<file path="config.mk">
export PLATFORM = sky130hd
export DESIGN_NAME = seq_det_ctrl
export DESIGN_NICKNAME = d
export VERILOG_FILES = /design/src/rtl/seq_det_ctrl.sv
export SDC_FILE = /design/constraint.sdc
export NUM_CORES = 1
export LEC_CHECK = 0
export BUFFER_PORTS_ARGS = -buffer_cell sky130_fd_sc_hd__buf_2
export CAP_MARGIN = 20
export CORE_MARGIN = 3
export CORE_UTILIZATION = 35
export CTS_CLUSTER_DIAMETER = 50
export DETAILED_ROUTE_END_ITERATION = 10
export GPL_ROUTABILITY_DRIVEN = 0
export PLACE_DENSITY_LB_ADDON = 0.25
export SYNTH_ARGS = -nofsm -noshare
export SYNTH_HDL_FRONTEND = slang
export SYNTH_SLANG_ARGS = --single-unit
</file>
<file path="constraint.sdc">
create_clock -name clk -period 3 [get_ports clk]
set_input_delay 0.15 -clock clk [delete_from_list [all_inputs] [get_ports clk]]
set_output_delay 0.15 -clock clk [all_outputs]
set_load 0.01 [all_outputs]
</file>
<file path="src/rtl/seq_det_ctrl.sv">
// seq_det_ctrl: serializes W-bit valid/ready words MSB-first into a bit-serial
// pattern detector, qualifies its output and counts matches per burst.
//   clk       : clock, all state on posedge
//   rstn      : synchronous active-low reset
//   clr       : zero match_cnt and reset the detector this cycle
//   s_valid   : upstream word valid
//   s_data    : upstream word [W-1:0]
//   s_ready   : word accepted this cycle when s_valid is high
//   det_in    : serial bit to the detector
//   det_rstn  : detector reset (active-low), rstn & ~clr
//   det_out   : detector match output
//   busy      : controller not idle
//   done      : one-cycle pulse, burst complete and match_cnt final
//   match_cnt : qualified matches since last clr/reset [CNT_W-1:0]
// Build option: define MATCH_SAT_EN to make match_cnt saturate instead of wrap.
module seq_det_ctrl #(
  parameter int W       = 8,
  parameter int DET_LAT = 1,
  parameter int CNT_W   = 8
) (
  input  logic             clk,
  input  logic             rstn,
  input  logic             clr,
  input  logic             s_valid,
  input  logic [W-1:0]     s_data,
  output logic             s_ready,
  output logic             det_in,
  output logic             det_rstn,
  input  logic             det_out,
  output logic             busy,
  output logic             done,
  output logic [CNT_W-1:0] match_cnt
);
  localparam int BW = $clog2(W);
  localparam int DW = DET_LAT > 1 ? $clog2(DET_LAT) : 1;
  localparam logic [1:0] IDLE  = 2'd0;
  localparam logic [1:0] SHIFT = 2'd1;
  localparam logic [1:0] DRAIN = 2'd2;

  logic [1:0]         state_q, state_d;
  logic [W-1:0]       sr_q, sr_d;
  logic [BW-1:0]      bit_q, bit_d;
  logic [DW-1:0]      drain_q, drain_d;
  logic [DET_LAT-1:0] pipe_q, pipe_d;
  logic [CNT_W-1:0]   cnt_q, cnt_d;
  logic               done_q, done_d;
  logic               shifting, last_bit, hs, hit;

  always_comb begin
    shifting = state_q == SHIFT;
    last_bit = shifting && bit_q == '0;
    s_ready  = rstn && (state_q == IDLE || last_bit);
    hs       = s_valid && s_ready;
    det_in   = rstn && shifting && sr_q[W-1];
    det_rstn = rstn && !clr;
    busy     = state_q != IDLE;
    sr_d     = shifting ? sr_q << 1 : sr_q;
    bit_d    = shifting ? bit_q - BW'(1) : bit_q;
    drain_d  = state_q == DRAIN ? drain_q - DW'(1) : drain_q;
    state_d  = state_q;
    done_d   = 1'b0;
    if (hs) begin
      // a handshake on the last bit reloads in place so the stream stays gapless
      sr_d    = s_data;
      bit_d   = BW'(W - 1);
      state_d = SHIFT;
    end else if (last_bit) begin
      state_d = DRAIN;
      drain_d = DW'(DET_LAT - 1);
    end else if (state_q == DRAIN && drain_q == '0) begin
      state_d = IDLE;
      done_d  = 1'b1;
    end
    // the qualifier pipe tracks detector latency; a detector reset invalidates it
    pipe_d = clr ? '0 : DET_LAT'({pipe_q, shifting});
    hit    = pipe_q[DET_LAT-1] && det_out;
`ifdef MATCH_SAT_EN
    cnt_d = clr ? '0 : (hit && cnt_q != '1) ? cnt_q + CNT_W'(1) : cnt_q;
`else
    cnt_d = clr ? '0 : cnt_q + CNT_W'(hit);
`endif
  end

  always_ff @(posedge clk) begin
    if (!rstn) begin
      state_q <= IDLE;
      sr_q    <= '0;
      bit_q   <= '0;
      drain_q <= '0;
      pipe_q  <= '0;
      cnt_q   <= '0;
      done_q  <= 1'b0;
    end else begin
      state_q <= state_d;
      sr_q    <= sr_d;
      bit_q   <= bit_d;
      drain_q <= drain_d;
      pipe_q  <= pipe_d;
      cnt_q   <= cnt_d;
      done_q  <= done_d;
    end
  end

  assign match_cnt = cnt_q;
  assign done      = done_q;
endmodule
</file>
# --- After elaboration in Yosys (flattened, before gate mapping) ---
# Cells that the tools add are included.
totals:
  ff_bits: 24
  latchBits: 0
  ramBits: 0
  rom_bits: 0
  inputBits: 13
  out_inout_bits: 13
  elab_cells: 45
  memories: 0
op_classes:
  n_addsub: 3
  multipliers: 0
  div_mod_pow: 0
  order_cmp: 0
  n_eq_ne: 2
  n_shift: 0
  n_mux: 11
  n_bitwise: 2
  n_reduce_logical: 19
ops:
  columns: ["cell", "n"]
  rows:
  - ["$mux 8", 2]
  - ["$add 8x1->8", 1]
  - ["$logic_and 1x1->1", 8]
  - ["$mux 3", 2]
  - ["$reduce_bool 2->1", 3]
  - ["$mux 1", 5]
  - ["$mux 2", 2]
  - ["$reduce_or 2->1", 2]
  - ["$logic_not 3->1", 1]
  - ["$reduce_bool 3->1", 1]
  - ["$reduce_or 3->1", 1]
  - ["$sub 3x1->3 const B", 1]
  - ["$eq 2x1->1 const B", 1]
  - ["$eq 2x2->1 const B", 1]
  - ["$logic_not 2->1", 1]
  - ["$not 1->1", 2]
  - ["$logic_not 1->1", 1]
  - ["$logic_or 1x1->1", 1]
  - ["$sub 1x1->1 const B", 1]

# --- Depth between registers and ports, before layout ---
depth:
  depth_word: 6
  mapped_depth: 6
  mapped_depth_nobuf: 6

# --- Least setup slack after synthesis ---
# Ideal clock, no wire load.
synth_timing:
  path_type: "register -> register"
  start: "register bit_q[0]"
  end: "register sr_q[2]"
  setup_time_ns: 0.095
  arrival_ns: 1.226
  t_required_ns: 2.905
  setup_slack_ns: 1.679
  path_stages_with_launch: 7
  path_buffers: 1
  period_less_slack_ns: 1.321
  cell_sequence: "dfxtp_1 > inv_1 > ha_1 > nand2b_1 > a21o_4 > buf_6 > a221oi_1"
synth_via:
  elab_chain_len: 6
  elab_cells_between_ends: 7
  classes_between: "mux (1); reduce/logical (6)"
synth_lines:
  columns: ["element", "line_no", "source"]
  rows:
  - ["start: declaration", "42", "logic [BW-1:0] bit_q, bit_d;"]
  - ["start signal: assignment", "96", "bit_q <= bit_d;"]
  - ["$logic_not 3->1 *", "51", "last_bit = shifting && bit_q == '0;"]
  - ["$logic_and 1x1->1 *", "51", null]
  - ["$logic_or 1x1->1 *", "52", "s_ready = rstn && (state_q == IDLE || last_bit);"]
  - ["$logic_and 1x1->1 *", "52", null]
  - ["$logic_and 1x1->1 *", "53", "hs = s_valid && s_ready;"]
  - ["$mux 8 / $reduce_bool 2->1 (equally long branches)", null, null]
  - ["end signal: assignment", "95", "sr_q <= sr_d;"]
  - ["end: declaration", "41", "logic [W-1:0] sr_q, sr_d;"]
# Every way passes the cells marked *; elsewhere a longest branch is shown, timed or not.
# A chain may end at the register's enable or synchronous reset.

# --- Worst setup path after layout ---
layout_timing:
  start: "register state_q[0]"
  end: "output port det_in"
layout_via:
  elab_chain_len: 3
layout_lines:
  columns: ["element", "line_no", "source"]
  rows:
  - ["start: declaration", "40", "logic [1:0] state_q, state_d;"]
  - ["start signal: assignment", "94", "state_q <= state_d;"]
  - ["$eq 2x1->1", "50", "shifting = state_q == SHIFT;"]
  - ["$logic_and 1x1->1 (2 in series)", "54", "det_in = rstn && shifting && sr_q[W-1];"]
  - ["end: declaration", "27", "output logic det_in,"]
# No other way between the ends.

==> results.json <==
{
  "cp.arrival_ns": 1.67,
  "vias_per_cell": 4.91,
  "area_delta_synth_final_pct": 13.9,
  "num_io_pins": 26,
  "period_share_pct": 60.6,
  "setup_viol": 0,
  "final_util_pct": 44.3,
  "final_cell_mix": "buf_2 (25), dfxtp_1 (24), nor2_1 (13), a21oi_1 (8), mux2i_1 (7)",
  "clock_latency_ns": 0.31,
  "multi_input_area_sq_um": 567,
  "tightest_slew_ns": 0.637,
  "drtIter0Drc": 55,
  "drcViolationCount": 0,
  "clock_sinks": 24,
  "dieArea_sq_um": 3940,
  "cts_root_buffer": "clkbuf_4",
  "die_w_microns": 62.8,
  "critPathRequiredTime_ns": 2.85,
  "post_cts_resized": 0,
  "cap_violations": 0,
  "core.rowCount": 19,
  "final_cells": 184,
  "netlist_area_sq_um": 1130,
  "async_reset_ff_share_pct": 0,
  "synth_edf_count": 0,
  "antenna_found_initial": 0,
  "synth_cell_types": 31,
  "hpwl_microns": 1630,
  "path_clk_slew_ns": 0.13,
  "hold_path.class": "in -> reg",
  "worst_setup_path_start_kind": "flop",
  "ys_seq_area_share_pct": 42.6,
  "worst_slack_ns": 1.18,
  "tritoncts": "done",
  "postSynthAreaPerCell_sq_um": 9.39,
  "first_pass_iters": 4,
  "final_common_cell": "buf_2",
  "diodes": 0,
  "clockBufferDepth": 2,
  "syn_inst": 120,
  "vias": 904,
  "h-tree-depth": 1,
  "syn_nets": 138,
  "ant_nets": 0,
  "grt_first_pass_wirelength_microns": 3840,
  "fin_crit_ns": 1.82,
  "power_w": 0.000653,
  "drive_gt1_share_pct": 23.9,
  "post_cts_buffers": 0,
  "cts-hold-fix-buffers": 0,
  "ir_drop_mv": 0.209,
  "final_nets": 161,
  "crit_fanout": 13,
  "regArea_sq_um": 480,
  "reg2reg_from": "state_q[0]$_SDFFE_PN0P_",
  "setup_tns_ns": 0,
  "grt_util_all_layers_pct": 12.1,
  "ys_warn_count": 0,
  "hold_start": "s_data[0]",
  "wl_per_cell_microns": 12.2,
  "crit_start": "state_q[0]$_SDFFE_PN0P_",
  "core-area_sq_um": 2900,
  "skew_ns": 0.00604,
  "synth_ff_type": "dfxtp_1",
  "power.leakage_nw": 0.572,
  "status": "completed",
  "maxSlewViolCount": 0,
  "relSlewSlack_pct": 57.5,
  "ys_ff_latch": 24,
  "rsz0062_at_grt": "false",
  "portBuffers": 25,
  "hold_violations": 0,
  "r2r_slack_ns": 1.38,
  "synth_area_leaders": "dfxtp_1 (43%), mux2i_1 (6.2%), ha_1 (5.5%)",
  "cts_buffers": 3,
  "grt_pass1_vias": 839,
  "dpl.cell_count": 180,
  "yosysTopAreaCell": "dfxtp_1",
  "grt_max_degree": 16,
  "worst-setup-path-type": "reg -> out",
  "grt_overflow_total": 0,
  "synth.top_cell.area_share_pct": 42.6,
  "start_util_pct": 38.9,
  "die_h_microns": 62.8,
  "cp-end-kind": "primary output",
  "pre_cts_ws_ns": 1.43,
  "fillers": 307,
  "finalWirelength_microns": 2240,
  "fmax_ghz": 0.550,
  "p_per_area_nw_per_um2": 509
}
[cell usage after synthesis (2+ instances only)]
| master | count |
|---|---|
| dfxtp_1 | 24 |
| xnor2_1 | 2 |
| and2_1 | 3 |
| xor2_1 | 3 |
| a21oi_1 | 8 |
| mux2i_1 | 7 |
| a221oi_1 | 6 |
| o21ai_0 | 4 |
| nor2_1 | 13 |
| buf_6 | 4 |
| or2_2 | 2 |
| nand2b_1 | 4 |
| nor3_1 | 3 |
| ha_1 | 5 |
| inv_1 | 6 |
| or3_1 | 3 |
| nand2_1 | 6 |
| clkbuf_1 | 2 |
| nand3_1 | 3 |
[metrics by stage]
step | area [sq um] | hold WS [ns]
floorplan | 1130 | 0.290
global placement | 1250 | 0.443
detailed placement | 1250 | 0.449
CTS | 1280 | 0.102
global route | 1280 | 0.0865
finish | 1280 | 0.110
[cell families after synthesis]
family	count (synthesis)	share of synthesized area, %
and+or+nand+nor	43	20.1
DFF	24	42.6
AOI/OAI and AO/OA	23	14.5
buffers and inverters	13	7.10
muxes	7	6.22
xor gates and xnor gates	5	3.89
adders and majority gates	5	5.55
[critical path, cell delays in order (launching register included)]
cell and delay (ns):
dfxtp_1 0.54, nand2b_1 0.43, nor2_1 0.24, buf_2 0.15
[layout make-up]
cell class              count  share of cell area (%)
well taps                  42                    4.09
flip-flops and latches     24                    37.4
clock buffers               4                    2.83
multi-input cells          83                    44.2
inverters                   6                    1.75
repair buffers             25                    9.75
[layer usage]
layer | up-vias | global-route usage (%) | routed length, microns
met3 | 2 | 2.70 | 80
li1 | 461 | - | -
met2 | 16 | 18.1 | 1020
met5 | - | 0 | 0
met1 | 425 | 16.4 | 1120
met4 | 0 | 5.79 | 19
[state kept, by name (all words and copies together) (netlist names)]
signal	cells
match_cnt	8
done	1
state_q	2
drain_q	1
bit_q	3
pipe_q	1
sr_q	8
[final timing paths]
path / depth (start not counted) / to
min reg2reg: 2 / bit_q[1]$_SDFFE_PN0P_
max: 3 / det_in
max reg2reg: 3 / sr_q[4]$_SDFFE_PN0P_
min: 3 / sr_q[0]$_SDFFE_PN0P_
[where the power goes]
part | switching, W | internal, W
Sequential | 0.0000158 | 0.000342
Combinational | 0.0000682 | 0.0000560
Clock | 0.0000968 | 0.0000741
No activity file was read; power rests on OpenSTA's default activity.
